**src/rtl/pc_fetch_unit.sv**
```systemverilog
// Program counter and instruction-fetch stage driving a 1-cycle synchronous instruction memory.
// Optional build macro PC_FETCH_PERF_EN adds saturating fetch/redirect performance counters.
module pc_fetch_unit #(
    parameter int ADDR_W = 16,
    parameter int INSTR_W = 32,
    parameter logic [ADDR_W-1:0] RESET_PC = '0
) (
    input  logic               clk,
    input  logic               rst_n,
    input  logic [1:0]         NextInstrSel,
    input  logic [ADDR_W-1:0]  branch_target,
    input  logic [ADDR_W-1:0]  jump_target,
    input  logic               stall,
    output logic [ADDR_W-1:0]  imem_addr,
    output logic               imem_en,
    input  logic [INSTR_W-1:0] imem_rdata,
    output logic [INSTR_W-1:0] instr_out,
    output logic [ADDR_W-1:0]  pc_out,
    output logic               instr_valid,
    output logic               redirect,
    output logic               halted,
`ifdef PC_FETCH_PERF_EN
    output logic [31:0]        perf_fetched,
    output logic [31:0]        perf_redirects,
`endif
    output logic [1:0]         state_dbg
);

    typedef enum logic [1:0] {
        BOOT = 2'd0,
        RUN  = 2'd1,
        HALT = 2'd2
    } state_t;

    localparam logic [ADDR_W-1:0] PC_ONE = {{(ADDR_W-1){1'b0}}, 1'b1};

    state_t            state;
    logic [ADDR_W-1:0] pc_q;

    // stall is decode back-pressure: while high the fetch stage holds every
    // register and the memory output (imem_en=0); the select is re-presented later.
    always_ff @(posedge clk or negedge rst_n) begin
        if (!rst_n) begin
            state       <= BOOT;
            pc_q        <= RESET_PC;
            pc_out      <= '0;
            instr_valid <= 1'b0;
        end else begin
            case (state)
                BOOT: begin
                    state <= RUN;
                end
                RUN: begin
                    if (!stall) begin
                        pc_out <= pc_q;
                        case (NextInstrSel)
                            2'b00: begin
                                pc_q        <= pc_q + PC_ONE;
                                instr_valid <= 1'b1;
                            end
                            2'b01: begin
                                pc_q        <= branch_target;
                                instr_valid <= 1'b0;
                            end
                            2'b10: begin
                                pc_q        <= jump_target;
                                instr_valid <= 1'b0;
                            end
                            default: begin
                                state       <= HALT;
                                instr_valid <= 1'b0;
                            end
                        endcase
                    end
                end
                HALT: begin
                    instr_valid <= 1'b0;
                end
                default: begin
                    state       <= BOOT;
                    instr_valid <= 1'b0;
                end
            endcase
        end
    end

    assign imem_addr = pc_q;
    assign imem_en   = rst_n && ((state == BOOT) || ((state == RUN) && !stall));
    assign instr_out = imem_rdata;
    assign redirect  = (state == RUN) && !stall &&
                       ((NextInstrSel == 2'b01) || (NextInstrSel == 2'b10));
    assign halted    = (state == HALT);
    assign state_dbg = state;

`ifdef PC_FETCH_PERF_EN
    always_ff @(posedge clk or negedge rst_n) begin
        if (!rst_n) begin
            perf_fetched   <= '0;
            perf_redirects <= '0;
        end else begin
            if (instr_valid && !stall && (perf_fetched != 32'hFFFF_FFFF)) begin
                perf_fetched <= perf_fetched + 32'd1;
            end
            if (redirect && (perf_redirects != 32'hFFFF_FFFF)) begin
                perf_redirects <= perf_redirects + 32'd1;
            end
        end
    end
`endif

endmodule

```
**config.mk**
```make
export PLATFORM = sky130hd
export DESIGN_NAME = pc_fetch_unit
export DESIGN_NICKNAME = d
export VERILOG_FILES = /design/src/rtl/pc_fetch_unit.sv
export SDC_FILE = /design/constraint.sdc
export NUM_CORES = 1
export LEC_CHECK = 0
export ABC_AREA = 1
export CORE_ASPECT_RATIO = 0.9
export CORE_UTILIZATION = 39
export CTS_BUF_LIST = sky130_fd_sc_hd__clkbuf_2
export CTS_CLUSTER_DIAMETER = 150
export DETAILED_ROUTE_END_ITERATION = 10
export PLACE_DENSITY_LB_ADDON = 0.1
export SYNTH_ARGS = -nofsm -noshare
export SYNTH_HDL_FRONTEND = slang
export SYNTH_SLANG_ARGS = --single-unit
```
**constraint.sdc**
```tcl
create_clock -name clk -period 1.8 [get_ports clk]
set_input_delay 0.36 -clock clk [delete_from_list [all_inputs] [get_ports clk]]
set_output_delay 0.36 -clock clk [all_outputs]
set_load 0.01 [all_outputs]
```
==> summary.txt, run 1 <==
Status
  – Status: completed

Clock network
  – Worst skew pair latency: 0.39 ns
  – TritonCTS clock tree: done
  – Deepest clock path buffer count: 2
  – CTS root buffer: clkbuf_2
  – Clk sinks: 35
  – CTS buffer count: 5
  – Reg clk slew, reported paths: ~0.19 ns
  – CTS H-tree depth: 2

Drt
  – Final wirelength: a little over 6 mm
  – Vias per cell: 4.81
  – WL/cell: 12.9 um
  – Drt drc: 0
  – Pre-antenna DRT Iters: 4
  – Initial drt markers: 99
  – Antenna Nets Post-Route: 0
  – Vias: 2252

Floorplan
  – Starting Density: 0.406
  – Core area: ~0.0057 mm^2
  – Die area: 0.00627 mm^2
  – Die height: between 70 and 80 um
  – Row count: 26
  – Die width: 83.3 um
  – IO Count: 139

Setup path
  – CP startpoint kind: register
  – Reg2reg path depth: 9
  – Crit end category: output pin
  – Crit path max fanout: 6
  – Data arrival, critical path: 1.37 ns
  – CP max stage cell: clkdlybuf4s50_1
  – Worst-path cell chain: clkdlybuf4s50_1
  – RR Endpoint: imem_addr[8]
  – R2R Setup Slk: ~0.15 ns
  – Buf/Inv on CP: 1
  – Crit path max-delay family: buffers and inverters
  – WP data required: 1.44 ns
  – Worst r2r src: imem_addr[1]
  – CP max stage delay: 0.56 ns
  – Crit Path Category: reg2out

Place
  – Setup WS pre-CTS: -0.566 ns
  – Number of port buffers: between 70 and 80
  – DP Area: 0.00300 mm^2
  – DPL Wire Length: 4.40 mm
  – Routability cong.: about 0.83

STA
  – Max-slew violation count: 0
  – Final setup TNS: 0 ns
  – Part of the cycle the worst path needs: 0.960
  – Final Critical Period: ~1.7 ns
  – WHS: 0.507 ns
  – PnR worst setup slack: 0.0720 ns
  – Slew HR: 0.696
  – Clock Skew: around 0.025 ns
  – Slew @ Worst Pin: 0.456 ns
  – Final Hold Viols: 0
  – Fmax: 579 MHz
  – Setup violators final: 0

Worst hold path
  – Hold Startpoint: pc_out[8]
  – Worst Hold Class: reg2reg
  – Hold Crit Depth: 2
  – Endpoint, Worst Hold: pc_out[8]

Final layout
  – Commonest non-fill, non-tap cell in the layout: nand2_1
  – Syn-to-layout area delta: 38.8%
  – Layout cell share with drive strength beyond 1: 0.158
  – ANT cells: 0
  – Finished Cell Area: 0.00322 mm^2
  – Filler cell count: about 570
  – Fin nets: 471
  – Most frequent cells in the layout: nand2_1, clkdlybuf4s50_1, buf_4
  – Layout Utilization: 0.563

Global route
  – First-pass GRT wire length: between 9 and 10 mm
  – Antenna violations before repair: 0
  – Largest net degree at the start of global routing: 36
  – Overflow left after global routing: 0
  – All-layer global routing usage: 0.202
  – Number of global-route vias before repair: 2081

Yosys
  – Synth Register Bits: 35
  – Cells after synthesis: ~330
  – Synth warn: 0
  – Yosys cell types: 22
  – Syn nets: 400
  – Sequential-to-total area share from yosys stat: 0.377
  – Synthesized cell area: 0.00232 mm^2
  – Post-Syn Area per Cell: 7.12 um^2

Job
  – Max-capacitance violation count: 0

Power
  – Cell Int Power: between 2 and 3 mW
  – P_sw: 1.80 mW
  – Leak: around 1.6 nW
  – Maximum vdd drop: roughly 0.67 mV
  – Clk pwr share: 0.112
  – Switch share: 0.400
  – Sequential power share: 0.327
  – Gate power share: 0.561
  – PD cells: 1390 mW/mm^2
[area by class of cell]
type                            count  area [um^2]  area share
Multi-Input combinational cell    213         1030       0.320
Clock inverter                      3         38.8      0.0120
Tap cell                           70         87.6      0.0272
Timing Repair Buffer              109         1030       0.319
Sequential cell                    35          888       0.276
Inverter                           33          124      0.0384
Clock buffer                        5         25.0     0.00776
[cells by family (layout without fill, tap and decap cells)]
kind of cell	count (synthesis)	count (layout)	share of synthesized area
buffers and inverters	78	150	0.185
DFF	35	35	0.377
AOI/OAI and AO/OA	57	57	0.129
and+or+nand+nor	151	151	0.282
adders and majority gates	5	5	0.0269
[timing repair]
action	CTS	global route
setup endpoints to repair	11	15
pin swaps	1	0
gates resized for setup	18	14
buffers inserted	3	13
hold endpoints to repair	11	0
hold buffers	1	0
[per-layer routing]
metal  part of all wire  track usage  up-vias
li1                   -            -     1151
met4             0.0069       0.0498        0
met3              0.046       0.0439        5
met1               0.49        0.277     1033
met2               0.46        0.332       63
met5                  0            0        -
[power groups by stage]
stage	Combinational [mW]	Clock, mW	Sequential [mW]
4_1_cts	2.29	0.511	1.53
2_1_floorplan	0.970	0	1.66
3_5_place_dp	2.22	0	1.56
6_report	2.52	0.504	1.47
3_3_place_gp	2.20	0	1.55
5_1_grt	2.80	0.554	1.52
[worst max path at each step]
| stage | from | end | cells past startpoint |
|---|---|---|---|
| detailed placement | NextInstrSel[1] | redirect | 6 |
| global placement | NextInstrSel[0] | redirect | 6 |
| CTS | imem_addr[14] | imem_addr[14] | 1 |
| finish | imem_addr[9] | imem_addr[9] | 1 |
| global route | imem_addr[10] | imem_addr[10] | 1 |
| floorplan | NextInstrSel[0] | redirect | 6 |
[registers in the layout, summed over array words and instances, names as in the netlist]
signal       count
imem_addr       16
state_dbg        2
instr_valid      1
pc_out          16
[Yosys cell counts]
cell type	count	area share
a31oi_1	1	0.0027
o21ai_0	25	0.054
buf_6	1	0.0048
buf_1	2	0.0032
nor2_1	24	0.039
nand3_1	22	0.047
o211ai_1	1	0.0032
inv_1	32	0.052
a22o_1	3	0.011
buf_2	4	0.0086
nor2_8	1	0.0086
buf_4	33	0.11
nand2_1	95	0.15
nand3_4	1	0.0075
dfrtp_1	35	0.38
nor2_4	2	0.0097
ha_1	5	0.027
o21ai_1	3	0.0065
inv_2	1	0.0016
clkbuf_1	5	0.0081
nand4_1	6	0.016
a21oi_1	24	0.052
[stage by stage]
step | std cells | total power, mW
2_1_floorplan | 326 | 2.63
3_3_place_gp | 443 | 3.75
3_5_place_dp | 443 | 3.78
4_1_cts | 455 | 4.33
5_1_grt | 468 | 4.88
6_report | 468 | 4.50
(Power assumes the default switching activity.)
==> inputs of run 2 (changes only) <==
--- a/config.mk
+++ b/config.mk
@@ -10,8 +10,10 @@
 export CORE_UTILIZATION = 39
 export CTS_BUF_LIST = sky130_fd_sc_hd__clkbuf_2
 export CTS_CLUSTER_DIAMETER = 150
+export CTS_CLUSTER_SIZE = 12
 export DETAILED_ROUTE_END_ITERATION = 10
 export PLACE_DENSITY_LB_ADDON = 0.1
+export SKIP_CTS_REPAIR_TIMING = 1
 export SYNTH_ARGS = -nofsm -noshare
 export SYNTH_HDL_FRONTEND = slang
 export SYNTH_SLANG_ARGS = --single-unit
==> summary.txt, run 2 (synthesis gave the netlist of run 1 again) <==
Status
  – Status: completed

Clock network
  – CTS buffer count: 5 (unchanged)
  – TritonCTS clock tree: done
  – Clk sinks: 35 (unchanged)
  – Worst skew pair latency: 0.39 ns (about the same)
  – CTS root buffer: clkbuf_2
  – Deepest clock path buffer count: 2 (unchanged)
  – Reg clk slew, reported paths: 0.20 ns (about the same)
  – CTS H-tree depth: 2 (unchanged)

Global route
  – Number of global-route vias before repair: 2063 (-0.86%)
  – Antenna violations before repair: 0 (unchanged)
  – Largest net degree at the start of global routing: 36 (unchanged)
  – All-layer global routing usage: 0.199 (-0.00315)
  – Overflow left after global routing: 0 (unchanged)
  – First-pass GRT wire length: 9.89 mm (-1.1%)

Setup path
  – CP max stage delay: 0.56 ns (about the same)
  – Crit path max fanout: 6 (unchanged)
  – Crit Path Category: reg2out
  – Worst-path cell chain: clkdlybuf4s50_1
  – Data arrival, critical path: 1.38 ns (about the same)
  – WP data required: 1.44 ns (about the same)
  – Crit path max-delay family: buffers and inverters
  – CP startpoint kind: register
  – CP max stage cell: clkdlybuf4s50_1
  – Crit end category: output pin
  – Buf/Inv on CP: 1 (unchanged)

STA
  – Max-slew violation count: 0 (unchanged)
  – Slew @ Worst Pin: 0.456 ns (-0.0000846 ns)
  – Slew HR: 0.696 (about the same)
  – Final Hold Viols: 0 (unchanged)
  – Fmax: 576 MHz (-0.44%)
  – Setup violators final: 0 (unchanged)
  – Final Critical Period: 1.74 ns (+0.00768 ns)
  – Clock Skew: 0.0263 ns (+0.000994 ns)
  – WHS: 0.438 ns (-0.0695 ns)
  – Part of the cycle the worst path needs: 0.964 (+0.00427)
  – Final setup TNS: 0 ns (unchanged)

Place
  – Placed Cells: 443 (unchanged)
  – Routability cong.: 0.832 (unchanged)
  – Number of port buffers: 74 (unchanged)
  – DPL Wire Length: 4.40 mm (unchanged)

Floorplan
  – Row count: 26 (unchanged)
  – Die width: 83.3 um (unchanged)
  – Die height: 75.2 um (unchanged)
  – IO Count: 139 (unchanged)
  – Starting Density: 0.406 (unchanged)
  – Die area: 0.00627 mm^2 (unchanged)
  – Core area: 0.00573 mm^2 (unchanged)

Final layout
  – ANT cells: 0 (unchanged)
  – Syn-to-layout area delta: 40.6%
  – Final std cells w/o fill: 470 (+0.43%)
  – Most frequent cells in the layout: nand2_1, clkdlybuf4s50_1, buf_4
  – Layout Utilization: 0.570 (+0.00721)
  – Commonest non-fill, non-tap cell in the layout: nand2_1
  – Filler cell count: 561 (-2.1%)
  – Fin nets: 473 (+0.42%)
  – Layout cell share with drive strength beyond 1: 0.168 (+0.00921)

Power
  – Leak: 1.65 nW (+3.4%)
  – Maximum vdd drop: 0.675 mV (+0.11%)
  – PD cells: 1400 mW/mm^2 (about the same)
  – Tot Pwr: 4.56 mW (+1.3%)

Drt
  – Final wirelength: 6.13 mm (+1.4%)
  – Antenna Nets Post-Route: 0 (unchanged)
  – Pre-antenna DRT Iters: 4 (unchanged)
  – Vias per cell: 4.81 (about the same)
  – Initial drt markers: 82 (-17%)
  – Vias: 2261 (+0.40%)
  – WL/cell: 13.0 um (+0.97%)
  – Drt drc: 0 (unchanged)

Job
  – Max-capacitance violation count: 0 (unchanged)

Worst hold path
  – Worst Hold Class: in2reg
## run 2: per-layer routing
metal / track usage / part of all wire / wire length, um
met1: 0.274 / 0.50 / 3050
met2: 0.323 / 0.45 / 2740
met3: 0.0450 / 0.048 / 294
met4: 0.0498 / 0.0069 / 42
met5: 0 / 0 / 0
## run 2: stage by stage
step                instance area (um^2)  setup slack [ns]
floorplan                           2320             0.140
CTS                                 3060            -0.567
finish                              3270            0.0643
global route                        3270          -0.00423
global placement                    3000            -0.556
detailed placement                  3000            -0.566
## run 2: final timing paths
path                       slack (ns)             from  cells past startpoint      endpoint
min in group asynchronous        0.52            rst_n                      3   instr_valid
max in group asynchronous        0.91            rst_n                      3  imem_addr[9]
setup / recovery                 0.06     imem_addr[9]                      1  imem_addr[9]
hold reg to reg                  0.51        pc_out[8]                      2     pc_out[8]
setup reg to reg                 0.14     state_dbg[0]                      8  imem_addr[2]
hold / removal                   0.44  NextInstrSel[0]                      4   instr_valid
## run 2: cell type report
cell class                      instances  area [um^2]  area share
Clock inverter                          3         38.8      0.0119
Sequential cell                        35          892       0.273
Multi-Input combinational cell        213         1030       0.316
Clock buffer                            5         25.0     0.00766
Timing Repair Buffer                  111         1070       0.326
Tap cell                               70         87.6      0.0268
Inverter                               33          124      0.0379
## run 2: where the power goes
part	total (mW)	switching [mW]	internal, mW
Combinational	2.56	1.22	1.34
Sequential	1.49	0.311	1.18
Clock	0.507	0.279	0.229
Total	4.56	1.81	2.74
